===== config.mk =====
export PLATFORM = sky130hd
export DESIGN_NAME = seg_display_arbiter
export DESIGN_NICKNAME = d
export VERILOG_FILES = /design/src/rtl/seg_display_arbiter_pkg.sv /design/src/rtl/seg_display_arbiter_rr_pick.sv /design/src/rtl/seg_display_arbiter.sv
export SDC_FILE = /design/constraint.sdc
export NUM_CORES = 1
export LEC_CHECK = 0
export CELL_PAD_IN_SITES_DETAIL_PLACEMENT = 0
export CELL_PAD_IN_SITES_GLOBAL_PLACEMENT = 2
export CORE_ASPECT_RATIO = 0.5
export CORE_MARGIN = 2
export CORE_UTILIZATION = 32
export DETAILED_ROUTE_END_ITERATION = 8
export GPL_ROUTABILITY_DRIVEN = 0
export GPL_TIMING_DRIVEN = 0
export PLACE_DENSITY_LB_ADDON = 0.1
export SLEW_MARGIN = 0
export SYNTH_ARGS = -nofsm -noshare
export SYNTH_HDL_FRONTEND = slang
export SYNTH_SLANG_ARGS = --single-unit

===== constraint.sdc =====
create_clock -name clock_100Mhz -period 9.2 [get_ports clock_100Mhz]
set_input_delay 1.84 -clock clock_100Mhz [delete_from_list [all_inputs] [get_ports clock_100Mhz]]
set_output_delay 1.84 -clock clock_100Mhz [all_outputs]
set_load 0.03 [all_outputs]

===== src/rtl/seg_display_arbiter_pkg.sv =====
// Shared types, widths and the round-robin search helper for the display arbiter.
package seg_disp_pkg;

  localparam int VALUE_W = 16;
  localparam int MAX_REQ = 8;

  typedef enum logic [1:0] {
    IDLE = 2'd0,
    SHOW = 2'd1
  } state_t;

  // One-hot pick of the first set req bit, searching last+1, last+2, ... modulo n.
  // The search wraps all the way round, so `last` itself is checked last.
  function automatic logic [MAX_REQ-1:0] rr_next(input logic [2:0] last,
                                                 input logic [MAX_REQ-1:0] req,
                                                 input int n);
    logic [MAX_REQ-1:0] pick;
    logic               done;
    logic [2:0]         sel;
    int                 idx;
    pick = '0;
    done = 1'b0;
    for (int k = 1; k <= MAX_REQ; k++) begin
      if (k <= n && !done) begin
        idx = (int'(last) + k) % n;
        sel = idx[2:0];
        if (req[sel]) begin
          pick[sel] = 1'b1;
          done      = 1'b1;
        end
      end
    end
    return pick;
  endfunction

endpackage


===== src/rtl/seg_display_arbiter_rr_pick.sv =====
// Combinational round-robin picker: first requester after `last`, skipping `exclude`.
module rr_pick
  import seg_disp_pkg::*;
#(
  parameter int N_REQ = 4
) (
  input  logic [N_REQ-1:0] req,
  input  logic [2:0]       last,
  input  logic [N_REQ-1:0] exclude,
  output logic [N_REQ-1:0] winner,
  output logic             found
);

  logic [MAX_REQ-1:0] masked;
  logic [MAX_REQ-1:0] pick;

  // Mask out the excluded requester, then run the rotating priority search.
  always_comb begin
    masked              = '0;
    masked[N_REQ-1:0]   = req & ~exclude;
    pick                = rr_next(last, masked, N_REQ);
    winner              = pick[N_REQ-1:0];
    found               = |pick;
  end

endmodule


===== src/rtl/seg_display_arbiter.sv =====
// Round-robin owner of the 4-digit display with a minimum dwell per owner.
// The owner's value is re-registered every cycle so live updates appear one cycle later.
module seg_display_arbiter
  import seg_disp_pkg::*;
#(
  parameter int N_REQ        = 4,
  parameter int DWELL_CYCLES = 200_000_000,
  parameter int CNT_W        = 28
) (
  input  logic                     clock_100Mhz,
  input  logic                     reset,
  input  logic [N_REQ-1:0]         req,
  input  logic [VALUE_W*N_REQ-1:0] req_value,
  output logic [N_REQ-1:0]         ack,
  output logic [N_REQ-1:0]         grant,
  output logic [VALUE_W-1:0]       disp_value,
  output logic                     disp_blank
);

  localparam logic [CNT_W-1:0] DWELL_MAX = CNT_W'(DWELL_CYCLES - 1);
  localparam logic [2:0]       LAST_RST  = 3'(N_REQ - 1);

  state_t               state_reg, state_next;
  logic [N_REQ-1:0]     grant_reg, grant_next;
  logic [N_REQ-1:0]     ack_reg, ack_next;
  logic [2:0]           last_reg, last_next;
  logic [CNT_W-1:0]     cnt_reg, cnt_next;
  logic [VALUE_W-1:0]   value_reg, value_next;
  logic                 blank_reg, blank_next;

  logic [N_REQ-1:0]     winner;
  logic                 found;
  logic [VALUE_W-1:0]   win_value;
  logic [VALUE_W-1:0]   own_value;
  logic [2:0]           win_idx;
  logic                 owner_req;
  logic                 at_dwell;
  logic                 take;

  // The current owner never competes against itself, so a switch always moves elsewhere.
  rr_pick #(.N_REQ(N_REQ)) u_pick (
    .req     (req),
    .last    (last_reg),
    .exclude (grant_reg),
    .winner  (winner),
    .found   (found)
  );

  // Select the winner's and the owner's values from the packed request bus.
  always_comb begin
    win_value = '0;
    own_value = '0;
    win_idx   = '0;
    for (int i = 0; i < N_REQ; i++) begin
      if (winner[i]) begin
        win_value = win_value | req_value[VALUE_W*i +: VALUE_W];
        win_idx   = 3'(i);
      end
      if (grant_reg[i]) begin
        own_value = own_value | req_value[VALUE_W*i +: VALUE_W];
      end
    end
  end

  assign owner_req = |(req & grant_reg);
  assign at_dwell  = (cnt_reg == DWELL_MAX);

  // Next-state: grant on request, hold for the dwell, release on drop or expiry.
  always_comb begin
    state_next = state_reg;
    grant_next = grant_reg;
    ack_next   = '0;
    last_next  = last_reg;
    cnt_next   = cnt_reg;
    value_next = value_reg;
    blank_next = blank_reg;
    take       = 1'b0;
    case (state_reg)
      IDLE: begin
        if (found) take = 1'b1;
      end
      SHOW: begin
        if (!owner_req) begin
          // A drop takes precedence over dwell expiry and ignores the dwell.
          if (found) begin
            take = 1'b1;
          end else begin
            state_next = IDLE;
            grant_next = '0;
            cnt_next   = '0;
            value_next = '0;
            blank_next = 1'b1;
          end
        end else if (at_dwell && found) begin
          take = 1'b1;
        end else begin
          if (!at_dwell) cnt_next = cnt_reg + 1'b1;
          value_next = own_value;
        end
      end
      default: begin
        state_next = IDLE;
        grant_next = '0;
        cnt_next   = '0;
        value_next = '0;
        blank_next = 1'b1;
      end
    endcase
    if (take) begin
      state_next = SHOW;
      grant_next = winner;
      ack_next   = winner;
      last_next  = win_idx;
      cnt_next   = '0;
      value_next = win_value;
      blank_next = 1'b0;
    end
  end

  // State and output registers, cleared asynchronously.
  always_ff @(posedge clock_100Mhz or posedge reset) begin
    if (reset) begin
      state_reg <= IDLE;
      grant_reg <= '0;
      ack_reg   <= '0;
      last_reg  <= LAST_RST;
      cnt_reg   <= '0;
      value_reg <= '0;
      blank_reg <= 1'b1;
    end else begin
      state_reg <= state_next;
      grant_reg <= grant_next;
      ack_reg   <= ack_next;
      last_reg  <= last_next;
      cnt_reg   <= cnt_next;
      value_reg <= value_next;
      blank_reg <= blank_next;
    end
  end

  assign grant      = grant_reg;
  assign ack        = ack_reg;
  assign disp_value = value_reg;
  assign disp_blank = blank_reg;

endmodule


Yosys cells after proc, flatten, opt, wreduce, memory -nomap -nowiden
Cells that the tools add are included.

storage, ports and cells
  input port bits = 70
  register bits = 57
  output and inout bits = 25
  logic and storage cells = 126

operators by class
  add/subtract/negate cells = 5
  reduce and logical (&&, ||, !) cells = 15
  muxes and demuxes = 67
  bitwise logic cells = 16
  equality and inequality tests = 8
  order comparisons = 8

operators with widths
  kind                                                                                 count
  16-bit 2-to-1 mux                                                                    12
  28-bit 2-to-1 mux                                                                    5
  16-bit OR                                                                            6
  8-bit 2-to-1 mux                                                                     7
  28-bit case mux with 2 select lines                                                  1
  16-bit case mux with 2 select lines                                                  1
  28-bit by 1-bit adder with 28-bit output, second input constant                      1
  28-bit == test, second input constant                                                1
  8-bit OR                                                                             3
  1-bit 2-to-1 mux                                                                     20
  3-bit by 4-bit less-than comparator with 1-bit output, second input constant         4
  4-bit 2-to-1 mux                                                                     4
  1-bit binary-select mux with 3-bit select                                            4
  1-bit demux with 3-bit select                                                        4
  3-bit by 1-bit greater-or-equal comparator with 1-bit output, second input constant  4
  4-bit inequality test, second input constant                                         3
  2-bit 2-to-1 mux                                                                     5
  4-bit AND                                                                            2
  4-bit case mux with 2 select lines                                                   1
  2-bit OR reduction                                                                   4
  8-bit OR reduction                                                                   1
  3-bit inequality test, second input constant                                         2
  3-bit AND reduction                                                                  2
  1-bit logical AND                                                                    5
  other kinds (11)                                                                     17

Logic depth before layout (Yosys ltp)
  depth in word-level cells = 25
  mapped depth = 14
  depth with buffers taken out = 10

Hierarchy
A second synthesis with hierarchy kept.

second synthesis, totals
  cells, all modules = 424
  area, all modules = 3783.6 sq um

modules (own cells, without submodules)
  module               area each (sq um)  cells an instance  instances  seq. area each (sq um)
  seg_display_arbiter  3405.8             381                1          1405.1
  rr_pick              377.9              43                 1          0.0

Worst setup path after synthesis
Ideal clock, no wire load.

  kind = input port to flip-flop
  start = input req[2]
  end = register value_reg[0], in the netlist disp_value[0]
  setup time = 0.126 ns
  required time = 9.074 ns
  stages on the path = 9
  setup slack = 4.779 ns
  arrival = 4.295 ns
  buffers on the path = 2
  cells stage by stage = nor2b_1 mux4_2 a221o_1 a221o_1 buf_2 o41ai_4 buf_2 a21oi_1 a221o_1

on the way
  longest elaborated chain between the ends = 21
  elaborated cells between the ends (all ways) = 46
  those cells by class = eq/ne (3); mux (31); bitwise (8); reduce/logical (4)

RTL lines
  what                                                                       RTL line                    RTL
  start, declared                                                            seg_display_arbiter.sv:12   input logic [N_REQ-1:0] req,
  parallel branches: the longest is 21 deep, another holds 8-bit 2-to-1 mux  --
  end signal, assigned                                                       seg_display_arbiter.sv:136  value_reg <= value_next;
  end, declared                                                              seg_display_arbiter.sv:28   logic [VALUE_W-1:0] value_reg, value_next;

Parallel ways; which one is timed is not known. The select of a mux whose other input is x is not followed.
A chain may end at the register's enable or synchronous reset.

Worst setup path in the final report
  start = input req[0]
  end = register cnt_reg[21]

on the way
  longest elaborated chain between the ends = 20
  elaborated cells between the ends (all ways) = 40
  those cells by class = eq/ne (4); mux (27); bitwise (5); reduce/logical (4)

RTL lines
  what                                                                                    RTL line                           RTL
  4-bit AND                                                                               seg_display_arbiter_rr_pick.sv:20  masked[N_REQ-1:0] = req & ~exclude;
  1-bit binary-select mux with 3-bit select                                               seg_display_arbiter_pkg.sv:27      if (req[sel]) begin
  1-bit 2-to-1 mux (not written as such)                                                  seg_display_arbiter_pkg.sv:27
  8-bit 2-to-1 mux                                                                        seg_display_arbiter_pkg.sv:27
  8-bit OR (no source line)                                                               --
  8-bit 2-to-1 mux                                                                        seg_display_arbiter_pkg.sv:27
  8-bit 2-to-1 mux                                                                        seg_display_arbiter_pkg.sv:24      if (k <= n && !done) begin
  8-bit OR (no source line)                                                               --
  (+4 left out)                                                                           --
  8-bit 2-to-1 mux                                                                        seg_display_arbiter_pkg.sv:24
  8-bit OR reduction                                                                      seg_display_arbiter_rr_pick.sv:23  found = |pick;
  1-bit logical AND                                                                       seg_display_arbiter.sv:94          end else if (at_dwell && found) begin
  1-bit 2-to-1 mux                                                                        seg_display_arbiter.sv:94
  1-bit 2-to-1 mux                                                                        seg_display_arbiter.sv:83          if (!owner_req) begin
  1-bit case mux with 2 select lines                                                      seg_display_arbiter.sv:78          case (state_reg)
  4-bit inequality test (no source line) / 2-bit inequality test (equally long branches)  --
  4-bit AND reduction (no source line)                                                    --
  end signal, assigned                                                                    seg_display_arbiter.sv:135         cnt_reg <= cnt_next;
  end, declared                                                                           seg_display_arbiter.sv:27          logic [CNT_W-1:0] cnt_reg, cnt_next;

Several ways; a longest one is shown, not always the timed one. The select of a mux whose other input is x is not followed.

==> metrics.txt <==
status=complete, no violations; Final period util=56.9%; Die ar.=0.0137 sq mm; initial DRC count=410; vias=4483; maximum clock rate=0.191 GHz; Post-Syn Area per Cell=8.60 sq um; Overflow after GRT=0; row cnt=29; CP Launch Type=primary input; CTS H-tree lvls=2; WS Path Type=in -> reg; initial antenna violation count=0; Syn. warnings=0; Post-synth top cells=a22oi_1 (66), dfrtp_1 (53), a21oi_1 (51); Final Routed Wirelength=16.0 mm; postcts setup bufs=0; Synth top area share=32.5%; Starting Density=32.5%; Hold Path End=disp_value[5]; max_slew headroom=46.1%; Mapped Nets=553; Hold Path Cell Cnt=1; area of the mapped netlist=0.00408 sq mm; slew at the pin closest to its max-slew limit=0.807 ns; Critical Path End Type=flop; Pwr per Cell Area=373 mW/mm^2; slowest CP cell=a2111oi_1; core area=0.0126 sq mm; hpwl dp=11.4 mm; max FFs per register=28; Hold Path Class=reg -> reg; clk sinks=56; RR Startpoint=last_reg[0]; worst-path cell chain=clkdlybuf4s50_1 -> nor2b_1 -> nand3_1 -> a2111oi_1 -> a221o_1 -> a221o_1 -> buf_2 -> o41ai_4 -> a22oi_2 -> buf_2 -> a21oi_1; reg2reg path depth=10; synth top area cells=dfrtp_1 (33%), a22oi_1 (12%), a21oi_1 (6.3%); final setup violation count=0; hold path startpoint=disp_value[5]; Mapped Cells=474; vias in the first global route=4090; Max-cap violations=0; nets=655; minimum clock period after layout=5.24 ns; Skew-Pair Late Insertion Delay=0.30 ns; WL/cell=21.4 um; CTS tree=built; Leak Pwr=1.92 nW; post-synthesis sequential area ratio=34.5%; die span in y=83.8 um; leading area contributor after synthesis=dfrtp_1; layout cell share with drive strength beyond 1=6.24%; post-synth cell types=57; Layout area overhead=32.5%; ys flop type=dfrtp_1; I/O Pins=95; Setup TNS=0 ns; final core area utilization=43.0%; cts hold-fix bufs=0; critical path peak fanout=10; global-route wire length before repair=24.3 mm; CTS buffer count=5; R2R Setup Slk=4.85 ns; number of synthesized register bits=56; fill count=1282; routed vias/inst=6.00; Resized Gates After CTS=0; largest net degree at the start of global routing=33; max-slew violation total from the final report=0; maximum vdd drop=165 uV; Clock Tree Root=clkbuf_16; Fin Clk Skew=0.00651 ns; First-pass DRT Iterations=7; Critical Path RT=9.38 ns; most frequent cell after synthesis=a22oi_1; total track usage=22.9%; die extent in x=164 um; share of synthesized registers carrying an async set or reset=100%; Ant. Diodes=0; Hold Fails Final Rpt=0; clock-pin slew on the worst setup and hold paths=0.08 ns; clock buffer depth=2; worst reg2reg endpoint=disp_value[4]; critical path arrival=5.42 ns; Max stage delay on crit path=0.78 ns; buffers added on ports=94; RSZ-0062 raised after global routing=no; antenna-violating nets left=0; Post-synth EDFFs=0; post-route DRC violation count=0
[per-stage QoR]
step	hold slack (ns)	cells	setup slack, ns	instance area (sq um)	power, W
2_1_floorplan	0.508	474	4.78	4080	0.00129
3_3_place_gp	0.497	738	3.77	5230	0.00181
3_5_place_dp	0.497	739	3.75	5250	0.00179
4_1_cts	0.518	747	4.06	5400	0.00201
5_1_grt	0.538	747	3.70	5400	0.00215
6_report	0.517	747	3.96	5400	0.00202
[report_power, final]
part | leakage, nW | internal (W) | switching (W)
logic | 1.10 | 0.000483 | 0.000976
registers | 0.745 | 0.000313 | 0.0000367
clock network | 0.0701 | 0.000109 | 0.0000980
[cell families after synthesis]
| kind of cell | share of synthesized area (%) |
|---|---|
| flops | 34.5 |
| simple gates | 16.1 |
| mux | 1.10 |
| xor+xnor | 0.215 |
| compound gates | 39.9 |
| buf+inv | 5.46 |
| fa+ha+maj | 2.76 |
[worst max path at each step]
stage	startpoint	endpoint	slack (ns)	cells after the start
2_1_floorplan	req[2]	disp_value[0]	4.78	9
3_3_place_gp	req[3]	disp_value[3]	3.77	10
3_5_place_dp	req[0]	cnt_reg[23]	3.75	11
4_1_cts	req[0]	cnt_reg[23]	4.06	11
5_1_grt	req[0]	cnt_reg[24]	3.70	11
6_report	req[0]	cnt_reg[21]	3.96	11
[routing by layer]
layer	vias up	share of wire [%]	track usage, %
li1	2108	-	-
met1	2192	49	34.3
met2	176	43	34.6
met3	7	7.9	4.77
met4	0	0.45	3.11
met5	-	0	0
[critical path: cells and delay by family]
kind / cells / cell delay [ns]
AO/OA/AOI/OAI: 6 / 2.02
AND/OR/NAND/NOR: 2 / 0.41
buffers and inverters: 3 / 1.14
[layout make-up]
cell class,instances,area (sq um),area share (%)
clock inverters,1,7.51,0.139
flip-flops and latches,56,1410,26.0
plain buffers,41,174,3.22
clock buffers,7,143,2.64
well taps,170,213,3.94
inverters,13,48.8,0.904
multi-input cells,364,2450,45.3
repair buffers,95,961,17.8
[placed cells by master (no fill, tap or decap), types with 4 or more instances in the layout]
master / instances
ha_1: 9
and3_1: 6
clkdlybuf4s50_1: 94
nand4_1: 6
or3_1: 7
dfrtp_1: 53
buf_1: 5
o311ai_0: 5
a31oi_1: 9
nand3_1: 27
a22oi_1: 66
a221oi_1: 4
nor2b_1: 6
buf_2: 13
clkbuf_16: 5
a21o_1: 5
a221o_1: 24
clkbuf_1: 23
nor2_1: 18
nor3_1: 15
a2111o_1: 5
nand2_1: 25
inv_1: 11
o21ai_0: 20
a21oi_1: 51
o21ai_1: 4
Power figures use the tool's default switching activity.
